**config.mk**
```make
export PLATFORM = sky130hd
export DESIGN_NAME = tdm_serial_in
export DESIGN_NICKNAME = d
export VERILOG_FILES = /design/src/rtl/tdm_serial_in.sv
export SDC_FILE = /design/constraint.sdc
export NUM_CORES = 1
export LEC_CHECK = 0
export BUFFER_PORTS_ARGS = -buffer_cell sky130_fd_sc_hd__buf_2
export CAP_MARGIN = 20
export CORE_MARGIN = 8
export CORE_UTILIZATION = 30
export DETAILED_ROUTE_END_ITERATION = 6
export SYNTH_ARGS = -nofsm -noshare
export SYNTH_HDL_FRONTEND = slang
export SYNTH_SLANG_ARGS = --single-unit
```
**constraint.sdc**
```tcl
create_clock -name clk -period 2.7 [get_ports clk]
set_input_delay 0.27 -clock clk [delete_from_list [all_inputs] [get_ports clk]]
set_output_delay 0.27 -clock clk [all_outputs]
set_load 0.1 [all_outputs]
```
**src/rtl/tdm_serial_in.sv**
```systemverilog
// TDM serial PCM receiver: frames bytes from sdi on bit_en strobes, tags
// them with a channel number and queues them in a small FIFO.
// Ports:
//   clk, reset (async, active-high)
//   bit_en, fs, sdi              serial TDM input, qualified by bit_en
//   out_ready                    downstream accepts the head sample
//   err_clr                      clears the sticky error flags
//   out_valid, out_data, out_ch  FIFO head sample
//   fifo_cnt                     FIFO occupancy
//   ovf, frm_err                 sticky error flags
module tdm_serial_in #(
  parameter int NUM_CH     = 32,
  parameter int FIFO_DEPTH = 4
) (
  input  logic                          clk,
  input  logic                          reset,
  input  logic                          bit_en,
  input  logic                          fs,
  input  logic                          sdi,
  input  logic                          out_ready,
  input  logic                          err_clr,
  output logic                          out_valid,
  output logic [7:0]                    out_data,
  output logic [4:0]                    out_ch,
  output logic [$clog2(FIFO_DEPTH):0]   fifo_cnt,
  output logic                          ovf,
  output logic                          frm_err
);

  localparam int AW = $clog2(FIFO_DEPTH);
  localparam int CW = AW + 1;

  typedef enum logic {
    UNSYNC = 1'b0,
    SYNC   = 1'b1
  } st_t;

  st_t st, st_n;

  logic [7:0]  sh;
  logic [2:0]  bidx;
  logic [4:0]  ch;

  logic        resync;
  logic        misfs;
  logic        shift;
  logic        push;
  logic [7:0]  byte_n;

  logic [12:0] mem [FIFO_DEPTH];
  logic [AW-1:0] wptr, rptr, rptr_n;
  logic [CW-1:0] cnt, rem;
  logic [12:0] head;
  logic        full, pop, wr, drop;

  // ---- framing FSM ----
  always_ff @(posedge clk or posedge reset) begin
    if (reset) st <= UNSYNC;
    else       st <= st_n;
  end

  always_comb begin
    st_n = st;
    if (bit_en && fs) st_n = SYNC;
  end

  always_comb begin
    resync = 1'b0;
    misfs  = 1'b0;
    shift  = 1'b0;
    push   = 1'b0;
    byte_n = {sh[6:0], sdi};
    if (bit_en && fs) begin
      resync = 1'b1;
      // fs is only legal at the start of channel 0 once locked
      misfs  = (st == SYNC) && ((bidx != 3'd0) || (ch != 5'd0));
    end else if (bit_en && st == SYNC) begin
      shift = 1'b1;
      push  = (bidx == 3'd7);
    end
  end

  // ---- shifter, bit index, channel ----
  always_ff @(posedge clk or posedge reset) begin
    if (reset) begin
      sh   <= '0;
      bidx <= '0;
      ch   <= '0;
    end else if (resync) begin
      sh   <= {7'd0, sdi};
      bidx <= 3'd1;
      ch   <= '0;
    end else if (shift) begin
      sh <= byte_n;
      if (bidx == 3'd7) begin
        bidx <= '0;
        ch   <= (ch == 5'(NUM_CH - 1)) ? 5'd0 : ch + 5'd1;
      end else begin
        bidx <= bidx + 3'd1;
      end
    end
  end

  // ---- output FIFO ----
  assign out_valid = (cnt != '0);
  assign full      = (cnt == CW'(FIFO_DEPTH));
  assign pop       = out_valid & out_ready;
  assign wr        = push & (~full | pop);
  assign drop      = push & full & ~pop;
  assign rem       = cnt - CW'(pop);
  assign rptr_n    = rptr + AW'(pop);

  always_ff @(posedge clk) begin
    if (wr) mem[wptr] <= {ch, byte_n};
  end

  always_ff @(posedge clk or posedge reset) begin
    if (reset) begin
      wptr <= '0;
      rptr <= '0;
      cnt  <= '0;
    end else begin
      if (wr) wptr <= wptr + AW'(1);
      rptr <= rptr_n;
      cnt  <= cnt + CW'(wr) - CW'(pop);
    end
  end

  // Registered head copy: holds its last value once the FIFO drains,
  // and a push into an empty FIFO bypasses memory.
  always_ff @(posedge clk or posedge reset) begin
    if (reset) begin
      head <= '0;
    end else if (rem == '0) begin
      if (wr) head <= {ch, byte_n};
    end else begin
      head <= mem[rptr_n];
    end
  end

  assign out_ch   = head[12:8];
  assign out_data = head[7:0];
  assign fifo_cnt = cnt;

  // ---- sticky flags: a set in the clear cycle wins ----
  always_ff @(posedge clk or posedge reset) begin
    if (reset) begin
      ovf     <= 1'b0;
      frm_err <= 1'b0;
    end else begin
      if (drop)         ovf <= 1'b1;
      else if (err_clr) ovf <= 1'b0;
      if (misfs)        frm_err <= 1'b1;
      else if (err_clr) frm_err <= 1'b0;
    end
  end

endmodule

```
# Yosys cells after proc, flatten, opt, wreduce, memory -nomap -nowiden
# Memories as Yosys holds them, arrays and structs flattened.
# Index checks and enable logic that the tools add are counted.
[totals] elab_cells=64 ramBits=52 regBits=38 output_inout_bits=19 memories=1
[mem_list] memory="mem" words=4 word_bits=13 rd=1 rd_clocked_by_memory_dff=0 write_ports=1 line_no="50" source="logic [12:0] mem [FIFO_DEPTH];"
[classes] reduce_logical=13 bitwise_logic=7 n_addsub=7 n_eq_ne=4 mux=22
[ops] operator="13-bit 2-to-1 mux" n=2
[ops] operator="5-bit 2-to-1 mux" n=4
[ops] operator="7-bit 2-to-1 mux" n=2
[ops] operator="1-bit 2-to-1 mux" n=11
[ops] operator="3-bit 2-to-1 mux" n=3
[ops] operator="2-bit nonzero test" n=4
[ops] operator="3-bit equality test, second input constant" n=2
[ops] operator="3-bit nonzero test" n=2
[ops] operator="3-bit by 1-bit subtractor with 3-bit output" n=2
[ops] operator="5-bit by 1-bit adder with 5-bit output, second input constant" n=1
[ops] operator="5-bit equality test, second input constant" n=1
[ops] operator="5-bit nonzero test" n=1
[ops] operator="1-bit bitwise AND" n=4
[ops] operator="3-bit by 1-bit adder with 3-bit output" n=1
[ops] operator="3-bit by 1-bit adder with 3-bit output, second input constant" n=1
[ops] operator="1-bit logical AND" n=3
[ops] operator="3-bit zero test" n=1
[ops] operator="2-bit by 1-bit adder with 2-bit output" n=1
[ops] operator="2-bit by 1-bit adder with 2-bit output, second input constant" n=1
[ops] operator="2-bit inequality test, second input constant" n=1
[ops] operator="1-bit NOT" n=2
[ops] operator="2-bit AND reduction" n=1
[ops] operator="1-bit logical OR" n=1
[ops] operator="1-bit bitwise OR" n=1

# Logic depth before layout (Yosys ltp)
[depth] depth_word=6 mapped_depth=11

# Worst setup path after synthesis
# OpenSTA, ideal clock, no wires.
[synth_timing] kind="register -> register" from="reg cnt[2] (netlist: fifo_cnt[2])" to="reg head[10]" t_arrival_ns=3.304 n_path_buf=1 setup_time_ns=0.132 stages_incl_launch_ff=8 setup_slack_ns=-0.736 required_time_ns=2.568 cell_sequence="dfrtp_1 > or3_1 > and2_1 > ha_1 > buf_4 > mux4_2 > nand2_1 > o21ai_1"
[synth_via] elab_chain_len=5 word_cells_on_any_way=12 classes_between="2 x add/sub; 2 x eq/ne; 1 x mux; 4 x bitwise; 2 x reduce/logical; 1 x memory"
[synth_rtl] item="from (decl)" line_no="52" source="logic [CW-1:0] cnt, rem;"
[synth_rtl] item="from (signal assigned)" line_no="125" source="cnt <= cnt + CW'(wr) - CW'(pop);"
[synth_rtl] item="3-bit nonzero test" line_no="105" source="assign out_valid = (cnt != '0);"
[synth_rtl] item="net out_valid" line_no="22" source="output logic out_valid,"
[synth_rtl] item="1-bit bitwise AND" line_no="107" source="assign pop = out_valid & out_ready;"
[synth_rtl] item="2-bit by 1-bit adder with 2-bit output" line_no="111" source="assign rptr_n = rptr + AW'(pop);"
[synth_rtl] item="net rptr_n[0]" line_no="51" source="logic [AW-1:0] wptr, rptr, rptr_n;"
[synth_rtl] item="memory 4 x 13 bit"
[synth_rtl] item="13-bit 2-to-1 mux" line_no="134" source="end else if (rem == '0) begin"
[synth_rtl] item="to (signal assigned)" line_no="135" source="if (wr) head <= {ch, byte_n};"
[synth_rtl] item="to (signal assigned)" line_no="137" source="head <= mem[rptr_n];"
[synth_rtl] item="to (decl)" line_no="53" source="logic [12:0] head;"
# The timed path passes the listed nets, and every way through them passes these cells.
# A chain may end at the register's enable or synchronous reset.

# Worst setup path after layout
[layout_timing] from="reg cnt[0] (netlist: fifo_cnt[0])" to="reg head[4]"
[layout_via] elab_chain_len=5 word_cells_on_any_way=12 classes_between="2 x add/sub; 2 x eq/ne; 1 x mux; 4 x bitwise; 2 x reduce/logical; 1 x memory"
[layout_rtl] item="3-bit nonzero test" line_no="105"
[layout_rtl] item="1-bit bitwise AND" line_no="107"
[layout_rtl] item="2-bit by 1-bit adder with 2-bit output" line_no="111"
[layout_rtl] item="net rptr_n[0]" line_no="51"
[layout_rtl] item="memory 4 x 13 bit"
[layout_rtl] item="13-bit 2-to-1 mux" line_no="134"
# The timed path passes the listed nets, and every way through them passes these cells.

==> run summary <==
Outcome = completed
Commonest cells after routing, fill and taps aside = edfxtp_1, dfrtp_1, buf_2
Antenna violations before repair = 0
RSZ-0062 raised after global routing = no
DP Area = 4190 sq um
Final Hold Vio Count = 0
Fin. max-slew vios = 0
Cell area after synthesis = 3810 sq um
Area of the die = 16600 sq um
MaxCap Viol Count = 0
Worst setup EP type = register
Worst clock skew = 0.00820 ns
CTS buffer count = 9
Syn Area/Cell = 15.5 sq um
Total routed wirelength = 7.16 mm
Post-synthesis register bit count = 90
Nets = 303
Non-Filler Instances = 458
Worst reg-to-reg setup slack = 0.35 ns
Post-DR wirelength/cell = 15.6 um
Drt first pass iters = 4
Largest net degree at the start of global routing = 27
Final period util = 86.9%
ANT nets after route = 0
Share of layout cells above drive strength 1 = 26.2%
DR vias/cell = 4.50
Filler cells = 1205
Total Routing Usage GR = 9.12%
Rel. slew slack = 39.4%
Synth Flop Type = edfxtp_1
Crit-path max FO = 14
Die W = 129 um
Total grt overflow = 0
First-pass GRT wire length = 11.4 mm
Buffer count from post-CTS setup fixing = 0
Post-route DRC = 0
Gate Count Post-Synth = 246
Reg2Reg Depth = 6
Starting Density = 30.5%
P_leak = 1.77 nW
Worst VDD drop = 0.454 mV
Worst-Skew Late Latency = 0.33 ns
Worst slew pin tran = 0.909 ns
Crit path arrival time = 2.55 ns
Commonest non-fill, non-tap cell in the layout = edfxtp_1
Diodes inserted = 0
FMAX = 426 MHz
CTS root buffer = clkbuf_16
Chip height = 129 um
Core area = 12500 sq um
Setup TNS = 0 ns
HPWL after detailed placement = 4.65 mm
Syn Nets = 268
Layout area overhead = 20.1%
Clock sink total = 90
Resized Gates After CTS = 0
Clk pin slew, worst setup/hold paths = 0.06 ns
PD cells = 1200 nW/um^2
# hold bufs at CTS = 0
Clock buffer depth = 2
Synth warn = 0
Fraction of registers with async set/reset = 42.2%
Routability Congestion = 0.769
Vias after detailed routing = 2060
PortBufs = 25
Minimum clock period = 2.35 ns
Synth unique cells = 33
Crit Path Class = register to register
Vias in the first global route = 2125
Cell area after layout = 4580 sq um
CTS tree = yes
FP Rows = 41
H-tree levels = 3
Worst min-delay path category = primary input to asynchronous set/reset pin
I/O Pins = 26
1st-iter DRT viols = 98
Setup crit start kind = register
Sequential cell area fraction in the yosys report = 65.9%
EDFF count, synth = 52
Setup violations, final = 0
Cell total after placement = 442
Worst Path Required = 2.90 ns
[worst max-delay path, cell delays in order, from the launching register on]
cell	delay [ns]
dfrtp_4	0.50
or3_4	0.39
and2_4	0.18
ha_4	0.45
mux4_2	0.55
nand2_1	0.08
o21ai_0	0.07
[state kept, by name, summed over array words and instances (netlist names)]
register	cells
head	13
frm_err	1
bidx	3
ovf	1
wptr	2
sh	7
mem	52
st	1
fifo_cnt	3
ch	5
rptr	2
[worst paths after layout]
check                                 start      end
worst max-delay path            fifo_cnt[0]  head[4]
worst min-delay path                  reset  head[5]
worst max register to register  fifo_cnt[0]  head[4]
worst min register to register      frm_err  frm_err
max in group asynchronous             reset    ch[3]
min in group clk                    err_clr      ovf
[cells by family after synthesis]
kind of cell	after synthesis	synth area share (%)
flops	90	65.9
compound gates	40	6.79
simple gates	37	5.45
buf+inv	30	3.71
mux	28	11.7
fa+ha+maj	15	5.12
xor+xnor	6	1.38
[routing by layer]
metal	share of wire (%)	GRT usage [%]	up-vias	wire length (um)
li1	-	-	975	-
met4	1.0	3.11	0	74
met2	49	14.9	25	3480
met5	0	0	-	0
met3	3.3	2.36	7	233
met1	47	11.5	1053	3370
[power breakdown]
part           leakage [nW]  internal [mW]  switching, mW
combinational         0.655          0.640           1.48
clock                 0.182           1.09          0.522
sequential            0.931           1.65          0.130
[synthesized netlist by cell type, types with 3 or more instances]
library cell / n / area [sq um]
edfxtp_1: 52 / 1560
a2bb2oi_1: 5 / 43.8
nand3_1: 3 / 15.0
o21ai_0: 7 / 35.0
inv_1: 20 / 75.1
mux2i_1: 13 / 130
mux4_2: 13 / 293
and2_1: 6 / 37.5
a22o_1: 5 / 43.8
clkbuf_1: 6 / 22.5
dfrtp_1: 38 / 951
o21ai_1: 13 / 65.1
xnor2_1: 4 / 35.0
nor2_1: 3 / 11.3
nand2_1: 17 / 63.8
o22ai_1: 6 / 37.5
ha_1: 14 / 175
[final cells by class]
| type | count | area (sq um) | share of cell area [%] |
|---|---|---|---|
| clock buffers | 9 | 225 | 4.92 |
| repair buffers | 34 | 193 | 4.21 |
| flip-flops and latches | 90 | 2520 | 55.0 |
| well taps | 172 | 215 | 4.70 |
| inverters | 20 | 75.1 | 1.64 |
| clock inverters | 7 | 165 | 3.60 |
| multi-input cells | 126 | 1190 | 25.9 |
[metrics by stage]
step                      power [mW]  util, %  hold slack (ns)  worst slack, ns
after floorplan                 3.61        -            0.369           0.0616
after global placement          3.94     33.5            0.484            0.376
after detailed placement        3.95     33.5            0.491            0.342
after CTS                       5.57     36.6            0.143            0.330
after global routing            5.76     36.6            0.143            0.247
final                           5.51     36.6            0.136            0.353
(Power assumes the default switching activity.)
